<file path="config.mk">
export PLATFORM = sky130hd
export DESIGN_NAME = alu_cmd_driver_flat
export DESIGN_NICKNAME = d
export VERILOG_FILES = /design/src/rtl/alu_pkg.sv /design/src/rtl/alu_cmd_driver_if.sv /design/src/rtl/alu_drv_timer.sv /design/src/rtl/alu_cmd_driver.sv /design/src/flat_wrapper.sv
export SDC_FILE = /design/constraint.sdc
export NUM_CORES = 1
export LEC_CHECK = 0
export CORE_MARGIN = 4
export CORE_UTILIZATION = 35
export CTS_CLUSTER_SIZE = 28
export DETAILED_ROUTE_END_ITERATION = 8
export PLACE_DENSITY = 0.78
export SETUP_SLACK_MARGIN = 0.4
export SKIP_CTS_REPAIR_TIMING = 1
export SLEW_MARGIN = 20
export SYNTH_ARGS = -nofsm -noshare
export SYNTH_HDL_FRONTEND = slang
export SYNTH_SLANG_ARGS = --single-unit
</file>
<file path="constraint.sdc">
create_clock -name clk -period 4.3 [get_ports clk]
set_input_delay 0.86 -clock clk [delete_from_list [all_inputs] [get_ports clk]]
set_output_delay 0.86 -clock clk [all_outputs]
set_load 0.01 [all_outputs]
</file>
<file path="src/rtl/alu_pkg.sv">
// Shared definitions for the ALU and its command driver: opcodes, widths and
// the driver's sequencing states.
package alu_pkg;

  localparam int ALU_DATA_W = 32;
  localparam int ALU_RES_W  = ALU_DATA_W + 1;

  localparam logic [2:0] OP_ADD  = 3'b000;
  localparam logic [2:0] OP_SUB  = 3'b001;
  localparam logic [2:0] OP_MOD  = 3'b010;
  localparam logic [2:0] OP_MUL  = 3'b011;
  localparam logic [2:0] OP_LAND = 3'b100;
  localparam logic [2:0] OP_LOR  = 3'b101;
  localparam logic [2:0] OP_LNOT = 3'b110;
  localparam logic [2:0] OP_EQ   = 3'b111;

  typedef enum logic [1:0] {
    ST_IDLE  = 2'd0,
    ST_ISSUE = 2'd1,
    ST_WAIT  = 2'd2,
    ST_RESP  = 2'd3
  } alu_drv_state_t;

endpackage

</file>
<file path="src/rtl/alu_cmd_driver_if.sv">
// Signal bundle between the command source, the driver, the ALU and the
// response sink.
interface alu_cmd_driver_if #(
  parameter int DATA_W = 32
);

  // cmd_* and rsp_* are valid/ready: a transfer happens on a rising edge where
  // both are 1; the source keeps valid and its payload stable until then.
  // alu_en/alu_ack: operands are held while en is high, ack qualifies result.
  logic              cmd_valid;
  logic              cmd_ready;
  logic [2:0]        cmd_op;
  logic [DATA_W-1:0] cmd_a;
  logic [DATA_W-1:0] cmd_b;

  logic              alu_en;
  logic [2:0]        alu_op;
  logic [DATA_W-1:0] alu_a;
  logic [DATA_W-1:0] alu_b;
  logic              alu_ack;
  logic [DATA_W:0]   alu_result;

  logic              rsp_valid;
  logic              rsp_ready;
  logic [DATA_W:0]   rsp_data;
  logic              rsp_err;

  modport master (
    input  cmd_valid, cmd_op, cmd_a, cmd_b, alu_ack, alu_result, rsp_ready,
    output cmd_ready, alu_en, alu_op, alu_a, alu_b, rsp_valid, rsp_data, rsp_err
  );

  modport slave (
    output cmd_valid, cmd_op, cmd_a, cmd_b, alu_ack, alu_result, rsp_ready,
    input  cmd_ready, alu_en, alu_op, alu_a, alu_b, rsp_valid, rsp_data, rsp_err
  );

endinterface

</file>
<file path="src/rtl/alu_drv_timer.sv">
// Clearable saturating counter used to bound the wait for the ALU acknowledge.
module alu_drv_timer #(
  parameter int TIMEOUT = 15
) (
  input  logic clk,
  input  logic rst_n,
  input  logic clr,
  input  logic inc,
  output logic done
);

  localparam int CNT_W = $clog2(TIMEOUT + 1);

  logic [CNT_W-1:0] count;

  always_ff @(posedge clk or negedge rst_n) begin
    if (!rst_n) begin
      count <= '0;
    end else if (clr) begin
      count <= '0;
    end else if (inc && (count != CNT_W'(TIMEOUT))) begin
      count <= count + CNT_W'(1);
    end
  end

  // Flags the increment that brings the count up to TIMEOUT.
  assign done = inc && (count == CNT_W'(TIMEOUT - 1));

endmodule

</file>
<file path="src/rtl/alu_cmd_driver.sv">
// Sequences one command at a time onto the ALU en/ack port and returns the
// captured result (or an error for mod-by-zero / missing ack) downstream.
module alu_cmd_driver
  import alu_pkg::*;
#(
  parameter int DATA_W  = ALU_DATA_W,
  parameter int TIMEOUT = 15
) (
  input  logic              clk,
  input  logic              rst_n,
  alu_cmd_driver_if.master  bus,
  output alu_drv_state_t    state_dbg
);

  alu_drv_state_t state, state_nxt;
  logic           accept;
  logic           div0;
  logic           tmr_clr;
  logic           tmr_inc;
  logic           tmr_done;

  assign accept = (state == ST_IDLE) && bus.cmd_valid;
  assign div0   = (bus.cmd_op == OP_MOD) && (bus.cmd_b == {DATA_W{1'b0}});

  always_ff @(posedge clk or negedge rst_n) begin
    if (!rst_n) begin
      state <= ST_IDLE;
    end else begin
      state <= state_nxt;
    end
  end

  always_comb begin
    state_nxt = state;
    tmr_clr   = 1'b0;
    tmr_inc   = 1'b0;
    case (state)
      ST_IDLE: begin
        if (bus.cmd_valid) begin
          state_nxt = div0 ? ST_RESP : ST_ISSUE;
        end
      end
      ST_ISSUE: begin
        tmr_clr   = 1'b1;
        state_nxt = ST_WAIT;
      end
      ST_WAIT: begin
        // An ack in the timeout cycle still wins.
        if (bus.alu_ack) begin
          state_nxt = ST_RESP;
        end else begin
          tmr_inc = 1'b1;
          if (tmr_done) begin
            state_nxt = ST_RESP;
          end
        end
      end
      ST_RESP: begin
        if (bus.rsp_ready) begin
          state_nxt = ST_IDLE;
        end
      end
      default: state_nxt = ST_IDLE;
    endcase
  end

  alu_drv_timer #(.TIMEOUT(TIMEOUT)) u_timer (
    .clk   (clk),
    .rst_n (rst_n),
    .clr   (tmr_clr),
    .inc   (tmr_inc),
    .done  (tmr_done)
  );

  always_ff @(posedge clk or negedge rst_n) begin
    if (!rst_n) begin
      bus.alu_op   <= 3'b000;
      bus.alu_a    <= {DATA_W{1'b0}};
      bus.alu_b    <= {DATA_W{1'b0}};
      bus.rsp_data <= {(DATA_W+1){1'b0}};
      bus.rsp_err  <= 1'b0;
    end else begin
      if (accept) begin
        bus.alu_op <= bus.cmd_op;
        bus.alu_a  <= bus.cmd_a;
        bus.alu_b  <= bus.cmd_b;
        if (div0) begin
          bus.rsp_data <= {(DATA_W+1){1'b0}};
          bus.rsp_err  <= 1'b1;
        end
      end
      if (state == ST_WAIT) begin
        if (bus.alu_ack) begin
          bus.rsp_data <= bus.alu_result;
          bus.rsp_err  <= 1'b0;
        end else if (tmr_done) begin
          bus.rsp_data <= {(DATA_W+1){1'b0}};
          bus.rsp_err  <= 1'b1;
        end
      end
    end
  end

  // Decoded from state so reset drops en/valid without waiting for a clock.
  assign bus.cmd_ready = (state == ST_IDLE);
  assign bus.alu_en    = (state == ST_ISSUE) || (state == ST_WAIT);
  assign bus.rsp_valid = (state == ST_RESP);
  assign state_dbg     = state;

endmodule
</file>
<file path="src/flat_wrapper.sv">
// flat-port wrapper written by rule: the top's interface ports become plain ports
module alu_cmd_driver_flat import alu_pkg::*;
#(
  parameter int DATA_W  = ALU_DATA_W,
  parameter int TIMEOUT = 15
)
  (clk, rst_n, state_dbg, bus_cmd_valid, bus_cmd_op, bus_cmd_a, bus_cmd_b, bus_alu_ack, bus_alu_result, bus_rsp_ready, bus_cmd_ready, bus_alu_en, bus_alu_op, bus_alu_a, bus_alu_b, bus_rsp_valid, bus_rsp_data, bus_rsp_err);
  alu_cmd_driver_if #(.DATA_W(DATA_W)) bus_i ();
  input  logic clk;
  input  logic rst_n;
  output alu_drv_state_t state_dbg;
  input wire logic [$bits(bus_i.cmd_valid)-1:0] bus_cmd_valid;
  input wire logic [$bits(bus_i.cmd_op)-1:0] bus_cmd_op;
  input wire logic [$bits(bus_i.cmd_a)-1:0] bus_cmd_a;
  input wire logic [$bits(bus_i.cmd_b)-1:0] bus_cmd_b;
  input wire logic [$bits(bus_i.alu_ack)-1:0] bus_alu_ack;
  input wire logic [$bits(bus_i.alu_result)-1:0] bus_alu_result;
  input wire logic [$bits(bus_i.rsp_ready)-1:0] bus_rsp_ready;
  output wire logic [$bits(bus_i.cmd_ready)-1:0] bus_cmd_ready;
  output wire logic [$bits(bus_i.alu_en)-1:0] bus_alu_en;
  output wire logic [$bits(bus_i.alu_op)-1:0] bus_alu_op;
  output wire logic [$bits(bus_i.alu_a)-1:0] bus_alu_a;
  output wire logic [$bits(bus_i.alu_b)-1:0] bus_alu_b;
  output wire logic [$bits(bus_i.rsp_valid)-1:0] bus_rsp_valid;
  output wire logic [$bits(bus_i.rsp_data)-1:0] bus_rsp_data;
  output wire logic [$bits(bus_i.rsp_err)-1:0] bus_rsp_err;
  assign bus_i.cmd_valid = bus_cmd_valid;
  assign bus_i.cmd_op = bus_cmd_op;
  assign bus_i.cmd_a = bus_cmd_a;
  assign bus_i.cmd_b = bus_cmd_b;
  assign bus_i.alu_ack = bus_alu_ack;
  assign bus_i.alu_result = bus_alu_result;
  assign bus_i.rsp_ready = bus_rsp_ready;
  assign bus_cmd_ready = bus_i.cmd_ready;
  assign bus_alu_en = bus_i.alu_en;
  assign bus_alu_op = bus_i.alu_op;
  assign bus_alu_a = bus_i.alu_a;
  assign bus_alu_b = bus_i.alu_b;
  assign bus_rsp_valid = bus_i.rsp_valid;
  assign bus_rsp_data = bus_i.rsp_data;
  assign bus_rsp_err = bus_i.rsp_err;
  alu_cmd_driver #(.DATA_W(DATA_W), .TIMEOUT(TIMEOUT)) u_core (.clk(clk), .rst_n(rst_n), .bus(bus_i), .state_dbg(state_dbg));
endmodule
</file>
==> flow_metrics.env <==
export IMPL_outcome="complete, no violations"
export IMPL_core_um2=11600
export IMPL_clockBufferDepth=2
export IMPL_r2r_slack_ns=1.84
export IMPL_synthArstFlopShare_pct=100
export IMPL_htreeDepth=3
export IMPL_wl_per_cell_um=18.4
export IMPL_ir_worst_vdd_uv=429
export IMPL_fp_dieH_um=117
export IMPL_wl_um=11600
export IMPL_cp_num_buf_inv=1
export IMPL_dr_pass1_iters=4
export IMPL_rows=39
export IMPL_yosysSeqAreaShare_pct=64.1
export IMPL_synth_edf_count=0
export IMPL_antenna_found_initial=0
export IMPL_die_area_um2=13800
export IMPL_drtIter0Drc=217
export IMPL_final_common_cell="clkdlybuf4s50_1"
export IMPL_ant_nets=0
export IMPL_antenna_cells=0
export IMPL_finalCritPeriodShare_pct=61.5
export IMPL_postSynthAreaPerCell_um2=15.4
export IMPL_dp_hpwl_um=8790
export IMPL_finalSetupTns_ns=0
export IMPL_fin_worst_skew_ns=0.00623
export IMPL_fin_area_um2=6720
export IMPL_grt_ovfl_total=0
export IMPL_grt_max_degree=46
export IMPL_final_cell_mix="clkdlybuf4s50_1, dfrtp_1, mux2_2, a22o_1, mux2_1"
export IMPL_crit_family="compound AO/OA/AOI/OAI gates"
export IMPL_critPathLaunchType="input pin"
export IMPL_initial_core_util_pct=36.1
export IMPL_cp_slowest_stage_delay_ns=0.73
export IMPL_clk_pin_slew_worst_paths_ns=0.07
export IMPL_path_class="in -> reg"
export IMPL_slew_viol_final=0
export IMPL_cts_made_buffers=9
export IMPL_cts_tree="built"
export IMPL_worst_ep_required_time_ns=4.58
export IMPL_synth_cell_types=34
export IMPL_final_nets=593
export IMPL_drc=0
export IMPL_drv_cap=0
export IMPL_grt_pass1_wl_um=17700
export IMPL_synth_main_ff_cell="dfrtp_1"
export IMPL_syn_area_um2=4180
export IMPL_final_hold_viol_count=0
export IMPL_area_growth_pct=60.8
export IMPL_ys_warn_count=0
export IMPL_fin_crit_ns=2.64
export IMPL_setup_viol=0
export IMPL_crit_chain="clkdlybuf4s50_1 > nand2_2 > nor2_4 > a31oi_4 > a22o_1"
export IMPL_rsz0062_at_grt="false"
export IMPL_ys_seq_elements=107
export IMPL_ios=211
export IMPL_io_buffers=210
export IMPL_power_w=0.00483
export IMPL_setup_worst_path_end_class="flop"
export IMPL_worst_path_max_fanout=33
export IMPL_grt_usage_pct=16.9
export IMPL_leakagePower_nw=2.85
export IMPL_syn_inst=272
export IMPL_layout_area_seq_um2=2680
export IMPL_clk_latency_ns=0.34
export IMPL_critPathArrivalTime_ns=2.92
export IMPL_synthesis_nets=383
export IMPL_drive_gt1_share_pct=17.0
export IMPL_power_density_nw_per_um2=719
export IMPL_die_w_um=117
export IMPL_crit_path_top_delay_cell="a31oi_4"
export IMPL_cts_sinks=107
export IMPL_min_path_type="reg -> reg"
export IMPL_tightest_slew_ns=0.861
export IMPL_via_per_inst=4.86
export IMPL_grt_pass1_vias=3339
export IMPL_via_count=3064
export IMPL_multi_input_area_um2=1400
export IMPL_relSlewSlack_pct=42.6
export IMPL_root_buffer="clkbuf_16"
export IMPL_dpl_instance_area_um2=6400
export IMPL_place_congestion=0.762
export IMPL_fmax_mhz=378
export IMPL_fill_cells=934
-- stage by stage --
| stage | setup WS, ns | cells | util (%) | hold slack (ns) |
|---|---|---|---|---|
| global route | 1.49 | 630 | 58.1 | 0.513 |
| global placement | 1.33 | 614 | 55.4 | 0.477 |
| detailed placement | 1.29 | 614 | 55.4 | 0.482 |
| CTS | 1.65 | 630 | 58.1 | 0.505 |
| finish | 1.66 | 630 | 58.1 | 0.503 |
| floorplan | 2.23 | 272 | - | 0.533 |
-- sequential cells by signal (all words and copies together) (netlist names) --
register	flops
u_core.bus.alu_a	32
u_core.bus.alu_b	32
u_core.bus.alu_op	3
u_core.bus.rsp_data	33
u_core.bus.rsp_err	1
u_core.state_dbg	2
u_core.u_timer.count	4
-- area by class of cell --
| type | instances | area share [%] |
|---|---|---|
| Tap cell | 143 | 2.66 |
| Clock buffer | 10 | 3.41 |
| Sequential cell | 107 | 39.8 |
| Timing Repair Buffer | 213 | 31.6 |
| Multi-Input combinational cell | 144 | 20.8 |
| Clock inverter | 6 | 1.32 |
| Inverter | 7 | 0.391 |
-- routing by layer --
| layer | GRT usage [%] | wire length, um |
|---|---|---|
| met1 | 20.1 | 4490 |
| met2 | 27.3 | 5670 |
| met3 | 7.15 | 1170 |
| met4 | 6.27 | 236 |
| met5 | 0 | 0 |
-- synth_stat cells, types with 3 or more instances --
master	number	share of area [%]
a21oi_1	3	0.36
a22o_1	33	6.9
buf_1	3	0.27
buf_2	4	0.48
buf_6	3	0.81
clkbuf_1	4	0.36
dfrtp_1	107	64
ha_1	6	1.8
inv_1	7	0.63
mux2_1	10	2.7
mux2_2	57	15
nor2_1	4	0.36
nor4_1	6	0.90
xnor2_1	3	0.63
-- path summary, 6_finish.rpt --
path | endpoint | cells past startpoint | start
setup reg to reg | u_core.bus.rsp_data[15]$_DFF_PN0_ | 6 | u_core.state_dbg[0]$_DFFE_PN0P_
setup / recovery | u_core.bus.rsp_data[15]$_DFF_PN0_ | 5 | bus_cmd_valid
max in group asynchronous | u_core.bus.rsp_data[31]$_DFF_PN0_ | 2 | rst_n
hold / removal | u_core.bus.rsp_data[2]$_DFF_PN0_ | 1 | u_core.bus.rsp_data[2]$_DFF_PN0_
min in group asynchronous | u_core.bus.alu_b[13]$_DFFE_PN0P_ | 1 | rst_n
hold reg to reg | u_core.bus.rsp_data[2]$_DFF_PN0_ | 1 | u_core.bus.rsp_data[2]$_DFF_PN0_
-- cell families after synthesis --
family                     count (synthesis)  synth area share, %
xor gates and xnor gates                   3                0.629
muxes                                     68                 18.3
adders and majority gates                  6                 1.80
buffers and inverters                     21                 2.54
AOI/OAI and AO/OA                         44                 9.10
DFF                                      107                 64.1
and+or+nand+nor                           23                 3.59
-- power breakdown --
group,switching [W],internal [W],leakage [nW],total (W)
clock network,0.000364,0.000512,0.149,0.000875
logic,0.000830,0.00137,1.41,0.00220
registers,0.000270,0.00149,1.30,0.00176
Power figures use the tool's default switching activity.
==> RTL edit 1, RTL diff (same settings) <==
`TIMEOUT` is set to 15 in 3 places; all go to 14.
--- a/src/rtl/alu_drv_timer.sv
+++ b/src/rtl/alu_drv_timer.sv
@@ -2,3 +2,3 @@
 module alu_drv_timer #(
-  parameter int TIMEOUT = 15
+  parameter int TIMEOUT = 14
 ) (
--- a/src/rtl/alu_cmd_driver.sv
+++ b/src/rtl/alu_cmd_driver.sv
@@ -6,3 +6,3 @@
   parameter int DATA_W  = ALU_DATA_W,
-  parameter int TIMEOUT = 15
+  parameter int TIMEOUT = 14
 ) (
--- a/src/flat_wrapper.sv
+++ b/src/flat_wrapper.sv
@@ -4,3 +4,3 @@
   parameter int DATA_W  = ALU_DATA_W,
-  parameter int TIMEOUT = 15
+  parameter int TIMEOUT = 14
 )
Check against the original RTL: no difference found for any inputs over 4 cycles, from zero or initial values and one cycle with rst_n low; that may be too few to reach the edited logic, so the function may still have changed.
==> RTL edit 1 against the original RTL <==
Clock power shrank 11%; routed wire length down 4.5%; area after synthesis grew 0.30%; setup slack improved by 52 ps; fmax increased by 2.0%; via count grew 1.9%; synthesized cell count is 0.74% higher; count of clock-buffer cells in the layout grew 3; cell area is 0.33% lower; power fell by 2.1%; sequential cell count is the same; critical path type is now reg2out; largest cell class unchanged.
==> RTL edit 1: results (changes against the original RTL) <==
power:
  switching_share_pct: 30.5  # was 30.3%
  irDropWorstVdd_mv: 0.504  # was 0.429 mV
  leakagePower_nw: 2.85  # about the same
  seqPwrFrac_pct: 36.9  # was 36.4%
setup_path:
  arrival_ps: 1730  # was 2920 ps
  slowest_delay_ps: 560  # was 730 ps
route:
  met3_length_um: 1120  # was 1170 um
  wire_per_inst_um: 17.5  # was 18.4 um
  wl_met1_um: 4340  # was 4490 um
  vias: 3123  # was 3064
  wl_met2_um: 5310  # was 5670 um
finish:
  layout.nets: 596  # was 593
  drive_gt1_share_pct: 17.4  # was 17.0%
  fillCellCount: 946  # was 934
logic_synthesis:
  synth.top_cells.by_area: "dfrtp_1 (64%), mux2_2 (16%), a22o_1 (6.9%)"  # was dfrtp_1 (64%), mux2_2 (15%), a22o_1 (6.9%)
  synth.distinct_cells: 32  # was 34
  synthesis.nets: 386  # was 383
  seq_area_frac_synth_pct: 63.9  # was 64.1%
  synthTopCellsByCount: "dfrtp_1 (107), mux2_2 (59), a22o_1 (33)"  # was dfrtp_1 (107), mux2_2 (57), a22o_1 (33)
sta:
  slew_headroom_pct: 39.7  # was 42.6%
placement:
  gp_congestion: 0.755  # was 0.762
  place_hpwl_um: 8400  # was 8790 um
  dpl_cell_area_um2: 6420  # was 6400 um2
grt:
  grt_usage_pct: 16.7  # was 16.9%
status:
  status: "finished clean"  # unchanged
RTL edit 1: final cells by class:
class	count	share of cell area, %
Clock buffer	13	3.88
Clock inverter	3	0.336
Inverter	7	0.392
Multi-Input combinational cell	146	21.1
Sequential cell	107	40.0
Tap cell	143	2.67
Timing Repair Buffer	213	31.7
RTL edit 1: cell families after synthesis:
logic type,count (synthesis),synth area share (%)
multiplexers,67,18.0
adder cells (fa/ha/maj),7,2.09
flip-flops,107,63.9
AND/OR/NAND/NOR,27,4.12
XOR/XNOR,3,0.627
AO/OA/AOI/OAI,42,8.77
buffers and inverters,21,2.54
RTL edit 1: worst max-delay path, delay by kind of cell (launching register included):
kind	cells	cell delay, ps
adder cells (fa/ha/maj)	1	300
flip-flops	1	430
buffers and inverters	2	650
RTL edit 1: final timing paths:
kind | from | end | cells after the start
worst max-delay path | u_core.state_dbg[0] | bus_alu_en | 3
worst min-delay path | u_core.bus.rsp_data[17] | u_core.bus.rsp_data[17] | 1
max in group asynchronous | rst_n | u_core.bus.alu_a[30] | 2
worst max register to register | u_core.state_dbg[0] | u_core.bus.rsp_data[30] | 6
worst min register to register | u_core.bus.rsp_data[17] | u_core.bus.rsp_data[17] | 1
min in group asynchronous | rst_n | u_core.bus.alu_a[23] | 2
RTL edit 1: metal layers:
| metal | vias to the layer above | GRT usage (%) |
|---|---|---|
| li1 | 1424 | - |
| met1 | 1532 | 19.0 |
| met2 | 146 | 27.2 |
| met3 | 21 | 8.51 |
| met4 | 0 | 6.30 |
| met5 | - | 0 |
RTL edit 1: through the flow:
step	hold WS, ps	std cells	utilization (%)	setup WS (ps)
floorplan	519	274	-	2230
global placement	477	616	55.5	1420
detailed placement	482	616	55.5	1350
CTS	501	632	57.9	1670
global route	513	632	57.9	1560
finish	497	632	57.9	1710
RTL edit 1: power groups by stage:
stage / clock [W] / sequential (W) / combinational [W]
floorplan: 0 / 0.00197 / 0.000726
global placement: 0 / 0.00174 / 0.00219
detailed placement: 0 / 0.00176 / 0.00223
CTS: 0.000812 / 0.00175 / 0.00224
global route: 0.000852 / 0.00181 / 0.00237
finish: 0.000781 / 0.00175 / 0.00220
==> RTL edit 2, RTL diff (same settings) <==
Without the edit above. Register the output `state_dbg` once more, without a reset; this adds one clock of latency there. The other outputs are not delayed to match.
--- a/src/rtl/alu_cmd_driver.sv
+++ b/src/rtl/alu_cmd_driver.sv
@@ -107,3 +107,5 @@
   assign bus.rsp_valid = (state == ST_RESP);
-  assign state_dbg     = state;
+  always_ff @(posedge clk) begin
+    state_dbg <= state;
+  end
 
Function: changed (Yosys sat finds a counterexample within 4 cycles, from zero or initial values and one cycle with rst_n low).
==> RTL edit 2 against the original RTL <==
Utilization about the same; sequential share of layout area grew 0.44 points; worst hold slack worse by 51 ps; setup slack gained 46 ps; critical endpoint is now bus_cmd_ready; die area grew 0.79%; count of clock-buffer cells in the layout is 1 lower; area after synthesis up 0.84%; power increased by 0.42%; cell area increased by 0.39%; register-to-register slack better by 300 ps; sequential cell count is 2 higher; via count grew 1.2%; routed wire length down 3.0%.
==> RTL edit 2: results (changes against the original RTL) <==
placement:
  place_hpwl_um: 8380  # was 8790 um
  dpl_cell_area_um2: 6430  # was 6400 um2
  dp_slack_ps: 1450  # was 1290 ps
  gp_congestion: 0.729  # was 0.762
route:
  wl_um: 11200  # was 11600 um
  vias: 3101  # was 3064
  drt_iter0_drc: 133  # was 217
  via_per_inst: 4.92  # was 4.86
status:
  status: "finished clean"  # unchanged
sta:
  layout_setup_ws_ps: 1700  # was 1660 ps
  holdWs_ps: 452  # was 503 ps
logic_synthesis:
  synth-compound-area-share_pct: 9.20  # was 9.10%
  synth.top_cell.area_share_pct: 63.5  # was 64.1%
  synthMuxAreaShare_pct: 17.9  # was 18.3%
  synthCells: 273  # was 272
  seq_area_frac_synth_pct: 64.5  # was 64.1%
  synthesis.nets: 384  # was 383
grt:
  grt_start_max_net_pins: 86  # was 46
power:
  leakagePower_nw: 2.86  # was 2.85 nW
setup_path:
  r2r-end: "u_core.bus.rsp_data[8]"  # was u_core.bus.rsp_data[15]
  cp_max_fo: 5  # was 33
  worstSetupStartpoint: "u_core.state[1]"  # was bus_cmd_valid
  arrival_ps: 1740  # was 2920 ps
worst_hold_path:
  hold_depth: 0  # was 1
  hold_end: "u_core.state_dbg[1]"  # was u_core.bus.rsp_data[2]
## RTL edit 2: report_power, final
group | internal (W) | switching [W]
Combinational | 0.00137 | 0.000825
Clock | 0.000509 | 0.000370
Sequential | 0.00152 | 0.000264
Total | 0.00339 | 0.00146
## RTL edit 2: layer usage
metal / global-route usage, % / share of wire (%)
met5: 0 / 0
met4: 7.33 / 2.6
met3: 5.77 / 7.4
met2: 28.5 / 51
met1: 18.0 / 38
## RTL edit 2: final cells by class
cell class,count,area [um2]
clock buffers,9,225
clock inverters,7,88.8
fillers,952,4860
inverters,6,22.5
multi-input cells,144,1400
flip-flops and latches,109,2720
well taps,143,179
repair buffers,212,2120
## RTL edit 2: worst max-delay path, cell delays in order, from the launching register on
cell             delay, ps
dfrtp_1                420
inv_1                  110
ha_1                   280
clkdlybuf4s50_1        590
